[config.mk]
export PLATFORM = sky130hd
export DESIGN_NAME = pcs1x_rx_blocklock
export DESIGN_NICKNAME = d
export VERILOG_FILES = /design/src/rtl/pcs1x_rx_blocklock.sv
export SDC_FILE = /design/constraint.sdc
export NUM_CORES = 1
export LEC_CHECK = 0
export ABC_AREA = 1
export BUFFER_PORTS_ARGS = -buffer_cell sky130_fd_sc_hd__clkbuf_2
export CELL_PAD_IN_SITES_DETAIL_PLACEMENT = 0
export CELL_PAD_IN_SITES_GLOBAL_PLACEMENT = 1
export CORE_ASPECT_RATIO = 1.25
export CORE_MARGIN = 5
export CORE_UTILIZATION = 42
export DETAILED_ROUTE_END_ITERATION = 8
export PLACE_DENSITY_LB_ADDON = 0.1
export SETUP_SLACK_MARGIN = 0.15
export SYNTH_ARGS = -nofsm -noshare
export SYNTH_HDL_FRONTEND = slang
export SYNTH_SLANG_ARGS = --single-unit
[constraint.sdc]
create_clock -name clkpma_rx -period 4.7 [get_ports clkpma_rx]
set_clock_uncertainty 0.15 [all_clocks]
set_input_delay 0.235 -clock clkpma_rx [delete_from_list [all_inputs] [get_ports clkpma_rx]]
set_output_delay 0.235 -clock clkpma_rx [all_outputs]
set_load 0.01 [all_outputs]
[src/rtl/pcs1x_rx_blocklock.sv]
// 64b/66b receive block aligner for one PCS1x lane: sync-header hunt, lock, slip.
// Define BLOCKLOCK_ERRCNT_EN to add the saturating bad-header counter.
module pcs1x_rx_blocklock #(
    parameter int LOCK_CNT  = 64,
    parameter int WIN_CNT   = 64,
    parameter int BAD_MAX   = 16,
    parameter int SLIP_WAIT = 2
) (
    input  logic        clkpma_rx,
    input  logic        reset_n_rx,
    input  logic        in_enable,
    input  logic        in_rxdata_en,
    input  logic [65:0] in_rxdata,
    output logic [65:0] out_rxblock,
    output logic        out_rxblock_valid,
    output logic        out_block_lock,
    output logic [6:0]  out_slip_offset,
    input  logic        in_clr_errcnt,
    output logic [15:0] out_bad_hdr_cnt
);
    localparam int SW = $clog2(LOCK_CNT + 1);
    localparam int WW = $clog2(WIN_CNT + 1);
    localparam int BW = $clog2(BAD_MAX + 1);
    localparam int AW = $clog2(SLIP_WAIT + 2);

    localparam logic [SW-1:0] SH_LAST   = SW'(LOCK_CNT - 1);
    localparam logic [WW-1:0] WIN_LAST  = WW'(WIN_CNT);
    localparam logic [BW-1:0] BAD_LIM   = BW'(BAD_MAX);
    localparam logic [AW-1:0] WAIT_LAST = AW'(SLIP_WAIT - 1);
    localparam logic [6:0]    OFF_MAX   = 7'd65;

    typedef enum logic [1:0] {
        ST_HUNT   = 2'd0,
        ST_WAIT   = 2'd1,
        ST_LOCKED = 2'd2
    } state_t;

    state_t          state_q, state_d;
    logic [SW-1:0]   sh_cnt_q, sh_cnt_d;
    logic [WW-1:0]   win_cnt_q, win_cnt_d, win_inc;
    logic [BW-1:0]   bad_cnt_q, bad_cnt_d, bad_inc;
    logic [AW-1:0]   wait_cnt_q, wait_cnt_d;
    logic [6:0]      offset_q, offset_d;
    logic [65:0]     prev_q, prev_d;
    logic [65:0]     rxblock_q, rxblock_d;
    logic            valid_q, valid_d;

    logic [131:0]    cat;
    logic [65:0]     aligned;
    logic            hdr_ok;
    logic            slip;
    logic            win_end;
    logic            bad_trip;

    // Previous word sits in the low half, so offset 0 selects the older word.
    assign cat      = {in_rxdata, prev_q};
    assign aligned  = 66'(cat >> offset_q);
    assign hdr_ok   = aligned[1] ^ aligned[0];
    assign win_inc  = win_cnt_q + WW'(1);
    assign bad_inc  = bad_cnt_q + BW'(!hdr_ok);
    assign win_end  = (win_inc == WIN_LAST);
    assign bad_trip = (bad_inc == BAD_LIM);

    // State register
    always_ff @(posedge clkpma_rx or negedge reset_n_rx) begin
        if (!reset_n_rx) state_q <= ST_HUNT;
        else             state_q <= state_d;
    end

    // Next state; slip is a one-edge action that lands in WAIT
    always_comb begin
        state_d = state_q;
        slip    = 1'b0;
        if (!in_enable) begin
            state_d = ST_HUNT;
        end else if (in_rxdata_en) begin
            case (state_q)
                ST_HUNT: begin
                    if (!hdr_ok)                  slip    = 1'b1;
                    else if (sh_cnt_q == SH_LAST) state_d = ST_LOCKED;
                end
                ST_WAIT: begin
                    if (wait_cnt_q == WAIT_LAST) state_d = ST_HUNT;
                end
                ST_LOCKED: begin
                    if (bad_trip) slip = 1'b1;
                end
                default: state_d = ST_HUNT;
            endcase
            if (slip) state_d = (SLIP_WAIT == 0) ? ST_HUNT : ST_WAIT;
        end
    end

    // Outputs
    always_comb begin
        out_block_lock    = (state_q == ST_LOCKED);
        out_rxblock_valid = valid_q;
        out_rxblock       = rxblock_q;
        out_slip_offset   = offset_q;
    end

    // Counters and offset advance only on accepted blocks
    always_comb begin
        sh_cnt_d   = sh_cnt_q;
        win_cnt_d  = win_cnt_q;
        bad_cnt_d  = bad_cnt_q;
        wait_cnt_d = wait_cnt_q;
        offset_d   = offset_q;
        if (!in_enable) begin
            sh_cnt_d   = '0;
            win_cnt_d  = '0;
            bad_cnt_d  = '0;
            wait_cnt_d = '0;
        end else if (in_rxdata_en) begin
            if (slip) begin
                sh_cnt_d   = '0;
                win_cnt_d  = '0;
                bad_cnt_d  = '0;
                wait_cnt_d = '0;
                offset_d   = (offset_q >= OFF_MAX) ? 7'd0 : offset_q + 7'd1;
            end else begin
                case (state_q)
                    ST_HUNT:
                        sh_cnt_d = (sh_cnt_q == SH_LAST) ? '0 : sh_cnt_q + SW'(1);
                    ST_WAIT:
                        wait_cnt_d = (wait_cnt_q == WAIT_LAST) ? '0 : wait_cnt_q + AW'(1);
                    ST_LOCKED: begin
                        // Last block of a window has already been counted in bad_inc.
                        if (win_end) begin
                            win_cnt_d = '0;
                            bad_cnt_d = '0;
                        end else begin
                            win_cnt_d = win_inc;
                            bad_cnt_d = bad_inc;
                        end
                    end
                    default: ;
                endcase
            end
        end
    end

    always_comb begin
        prev_d    = in_rxdata_en ? in_rxdata : prev_q;
        rxblock_d = in_rxdata_en ? aligned : rxblock_q;
        valid_d   = in_rxdata_en & in_enable;
    end

    always_ff @(posedge clkpma_rx or negedge reset_n_rx) begin
        if (!reset_n_rx) begin
            sh_cnt_q   <= '0;
            win_cnt_q  <= '0;
            bad_cnt_q  <= '0;
            wait_cnt_q <= '0;
            offset_q   <= '0;
            prev_q     <= '0;
            rxblock_q  <= '0;
            valid_q    <= 1'b0;
        end else begin
            sh_cnt_q   <= sh_cnt_d;
            win_cnt_q  <= win_cnt_d;
            bad_cnt_q  <= bad_cnt_d;
            wait_cnt_q <= wait_cnt_d;
            offset_q   <= offset_d;
            prev_q     <= prev_d;
            rxblock_q  <= rxblock_d;
            valid_q    <= valid_d;
        end
    end

`ifdef BLOCKLOCK_ERRCNT_EN
    logic [15:0] errcnt_q, errcnt_d;

    // Clear beats a same-cycle increment; loss of lock leaves the count alone.
    always_comb begin
        errcnt_d = errcnt_q;
        if (in_clr_errcnt)
            errcnt_d = '0;
        else if (in_enable && in_rxdata_en && state_q == ST_LOCKED && !hdr_ok
                 && errcnt_q != 16'hFFFF)
            errcnt_d = errcnt_q + 16'd1;
    end

    always_ff @(posedge clkpma_rx or negedge reset_n_rx) begin
        if (!reset_n_rx) errcnt_q <= '0;
        else             errcnt_q <= errcnt_d;
    end

    assign out_bad_hdr_cnt = errcnt_q;
`else
    logic unused_clr;
    assign unused_clr      = in_clr_errcnt;
    assign out_bad_hdr_cnt = '0;
`endif

endmodule

==> metrics.md <==
| Metric | Value |
|---|---|
| Status | `finished clean` |
| Post-CTS setup buffers | `0` |
| Initial antenna violation count | `0` |
| Area contributors post-synth | `dfrtp_1 27%, nand2_1 21%, nand3_1 15%, o21ai_0 8.4%, nor2_1 4.2%` |
| Chip height | `221 um` |
| Synthesized flop and latch total | `163` |
| Clk buf depth | `2` |
| Setup TNS Final | `0 ns` |
| Actual slew at the worst max-slew pin | `1.05 ns` |
| # IOs | `162` |
| Layout cell share with drive strength beyond 1 | `10.1%` |
| Critical path type | `reg -> reg` |
| Vias/cell | `5.88` |
| Top cell type's share of synthesized area | `27.1%` |
| Startpoint Class | `flop` |
| Final Hold Viols | `0` |
| Global route total overflow | `0` |
| I/O Buffers | `144` |
| Vias in the first global route | `16,860` |
| Post-synth top flop | `dfrtp_1` |
| Core Area | `0.0354 mm2` |
| Max-Cap Viols | `0` |
| Die area | `0.0397 mm2` |
| Element type at the critical path end | `flop` |
| Psw | `9.59 mW` |
| Fmax achieved | `238 MHz` |
| Wire per inst | `21.9 um` |
| RSZ-0062 raised after global routing | `no` |
| Design area | `0.0174 mm2` |
| Power Total | `15.8 mW` |
| Rows | `77` |
| Initial DRC count | `1,922` |
| Tcrit/Tclk final | `89.4%` |
| Pin count of the biggest net entering global routing | `96` |
| Final nets | `2,666` |
| Hold_ws | `0.0910 ns` |
| Die W | `179 um` |
| CTS Root Cell | `clkbuf_16` |
| Global-route wire length before repair | `102 mm` |
| Count leader, synth | `nand2_1` |
| Sw frac | `60.6%` |
| Worst vdd ir | `0.374 mV` |
| Seq/Total Area, Yosys | `27.1%` |
| Worst-path fanout max | `88` |
| Clk slew on worst S/H paths | `0.07 ns` |
| TritonCTS Sinks | `163` |
| Synth area leader | `dfrtp_1` |
| Fin crit period | `4.20 ns` |
| Total clock buffers created by CTS | `17` |
| Ys async rst share | `100%` |
| Initial Util | `42.5%` |
| Yosys cell types | `46` |
| Antenna viol nets, final | `0` |
| DRC viols | `0` |
| Total number of vias | `18,074` |
| Reg power frac | `13.9%` |
| Diode count | `0` |
| Pre-CTS setup slack | `0.481 ns` |
| Worst EP required | `4.94 ns` |
| Pint | `6.22 mW` |
| Top cells by count, synth | `834 x nand2_1, 445 x nand3_1, 252 x o21ai_0, 169 x nor2_1, 163 x dfrtp_1` |
| PnR worst setup slack | `0.499 ns` |
| Leak pwr | `8.22 nW` |
| H-tree Lvls | `4` |
| Tot GR Track Use | `33.4%` |
| Synth warn | `0` |
| Slew headroom | `29.5%` |
| Drt pass-1 iters | `6` |
| Detailed Route WL | `67.4 mm` |
| Layout area overhead | `15.5%` |
| TritonCTS clock tree | `yes` |
| Mapped Cells | `2,506` |
| Synth Cell Area | `0.0150 mm2` |
| Worst min-delay path category | `in -> reg` |
| Slew Viols, Final | `0` |
| Syn avg cell area | `6.00 um2` |
| GP Congestion | `0.970` |
| Comb power frac | `75.6%` |
| Area after DPL | `0.0159 mm2` |
| Crit path DAT | `4.44 ns` |
| Post-synth EDFFs | `0` |
| Power Dens Cells | `911 mW/mm2` |
| Final setup fails | `0` |
| Clk Latency, worst-skew pair | `0.47 ns` |
| Clk pwr share | `10.5%` |
| Detailed Place HPWL | `51.1 mm` |
==> sequential cells by signal, indices dropped and copies added (netlist names) <==
name,flops
wait_cnt_q,2
out_rxblock_valid,1
prev_q,66
state_q,2
out_slip_offset,7
bad_cnt_q,5
win_cnt_q,7
sh_cnt_q,7
out_rxblock,66
==> worst paths after layout <==
kind                                           startpoint  depth (start not counted)                             end  slack, ns
max                        out_slip_offset[0]$_DFFE_PN0P_                         21  out_slip_offset[0]$_DFFE_PN0P_       0.50
min                                          in_rxdata_en                          3          prev_q[13]$_DFFE_PN0P_       0.09
max reg2reg                out_slip_offset[0]$_DFFE_PN0P_                         21  out_slip_offset[0]$_DFFE_PN0P_       0.50
min reg2reg                         prev_q[0]$_DFFE_PN0P_                          2           prev_q[0]$_DFFE_PN0P_       0.34
max in group asynchronous                      reset_n_rx                          3  out_slip_offset[0]$_DFFE_PN0P_       3.20
min in group asynchronous                      reset_n_rx                          2     out_rxblock[53]$_DFFE_PN0P_       0.18
==> power by group through the flow <==
| stage | Combinational (mW) | Sequential, mW | Clock [mW] |
|---|---|---|---|
| 4_1_cts | 11.6 | 2.19 | 1.68 |
| 2_1_floorplan | 7.24 | 2.21 | 0 |
| 3_5_place_dp | 11.5 | 2.22 | 0 |
| 6_report | 12.0 | 2.20 | 1.65 |
| 5_1_grt | 12.9 | 2.24 | 1.73 |
| 3_3_place_gp | 11.5 | 2.20 | 0 |
==> worst max-delay path, stage by stage, from the launching register on <==
cell and delay [ns]:
dfrtp_4 0.55, buf_16 0.21, o211ai_1 0.37, nand3_1 0.17
nand3_1 0.21, nand3_1 0.15, nand3_1 0.17, nand2_1 0.07
nand2_1 0.16, inv_2 0.07, nand2_1 0.08, nand2_1 0.08
ha_1 0.21, ha_1 0.21, xor2_1 0.18, nor4_1 0.23
nand3_1 0.16, nand2_1 0.13, nand2_1 0.13, inv_4 0.15
nand3_1 0.09, o21ai_1 0.08
==> through the flow <==
step           instances  utilization (%)
3_3_place_gp        2975             45.1
3_5_place_dp        2975             45.1
2_1_floorplan       2521                -
4_1_cts             3075             48.9
5_1_grt             3076             49.1
6_report            3076             49.1
==> logic make-up after synthesis <==
| kind of cell | synth area share, % |
|---|---|
| AOI/OAI and AO/OA | 19.9 |
| adders and majority gates | 0.500 |
| buffers and inverters | 8.99 |
| muxes | 1.20 |
| and+or+nand+nor | 41.3 |
| xor gates and xnor gates | 0.874 |
| DFF | 27.1 |
| other | 0.0250 |
==> layout by cell type (no fill, tap or decap), drive strengths merged, types with 16 or more instances in the layout <==
| master | count |
|---|---|
| nor2 | 169 |
| a21oi | 79 |
| inv | 91 |
| dlygate4sd3 | 68 |
| o211ai | 48 |
| buf | 51 |
| mux2i | 18 |
| clkbuf | 162 |
| o21ai | 269 |
| nand2 | 835 |
| a31oi | 58 |
| nand3 | 446 |
| conb | 16 |
| dfrtp | 163 |
==> cell type report <==
class | count | area [um2]
tap | 474 | 593
fill | 3859 | 18000
clock inverter | 13 | 221
clock buffer | 19 | 443
timing repair buffer | 262 | 1990
sequential | 163 | 4100
multi-input combinational | 2055 | 9660
inverter | 90 | 347
==> repair_timing <==
item,4_1_cts,5_1_grt
gates resized for setup,0,10
endpoints found under the hold margin,140,0
endpoints found under the setup margin,0,21
hold buffers,68,0
==> routing by layer <==
| layer | wire length [um] | part of all wire, % | GRT usage, % | vias to the layer above |
|---|---|---|---|---|
| met5 | 0 | 0 | 0 | - |
| met4 | 2770 | 4.1 | 13.3 | 0 |
| met3 | 4670 | 6.9 | 4.30 | 104 |
| met2 | 30500 | 45 | 51.3 | 760 |
| met1 | 29500 | 44 | 47.5 | 8577 |
| li1 | - | - | - | 8633 |
Note: power is estimated with default switching activity, not from simulation.
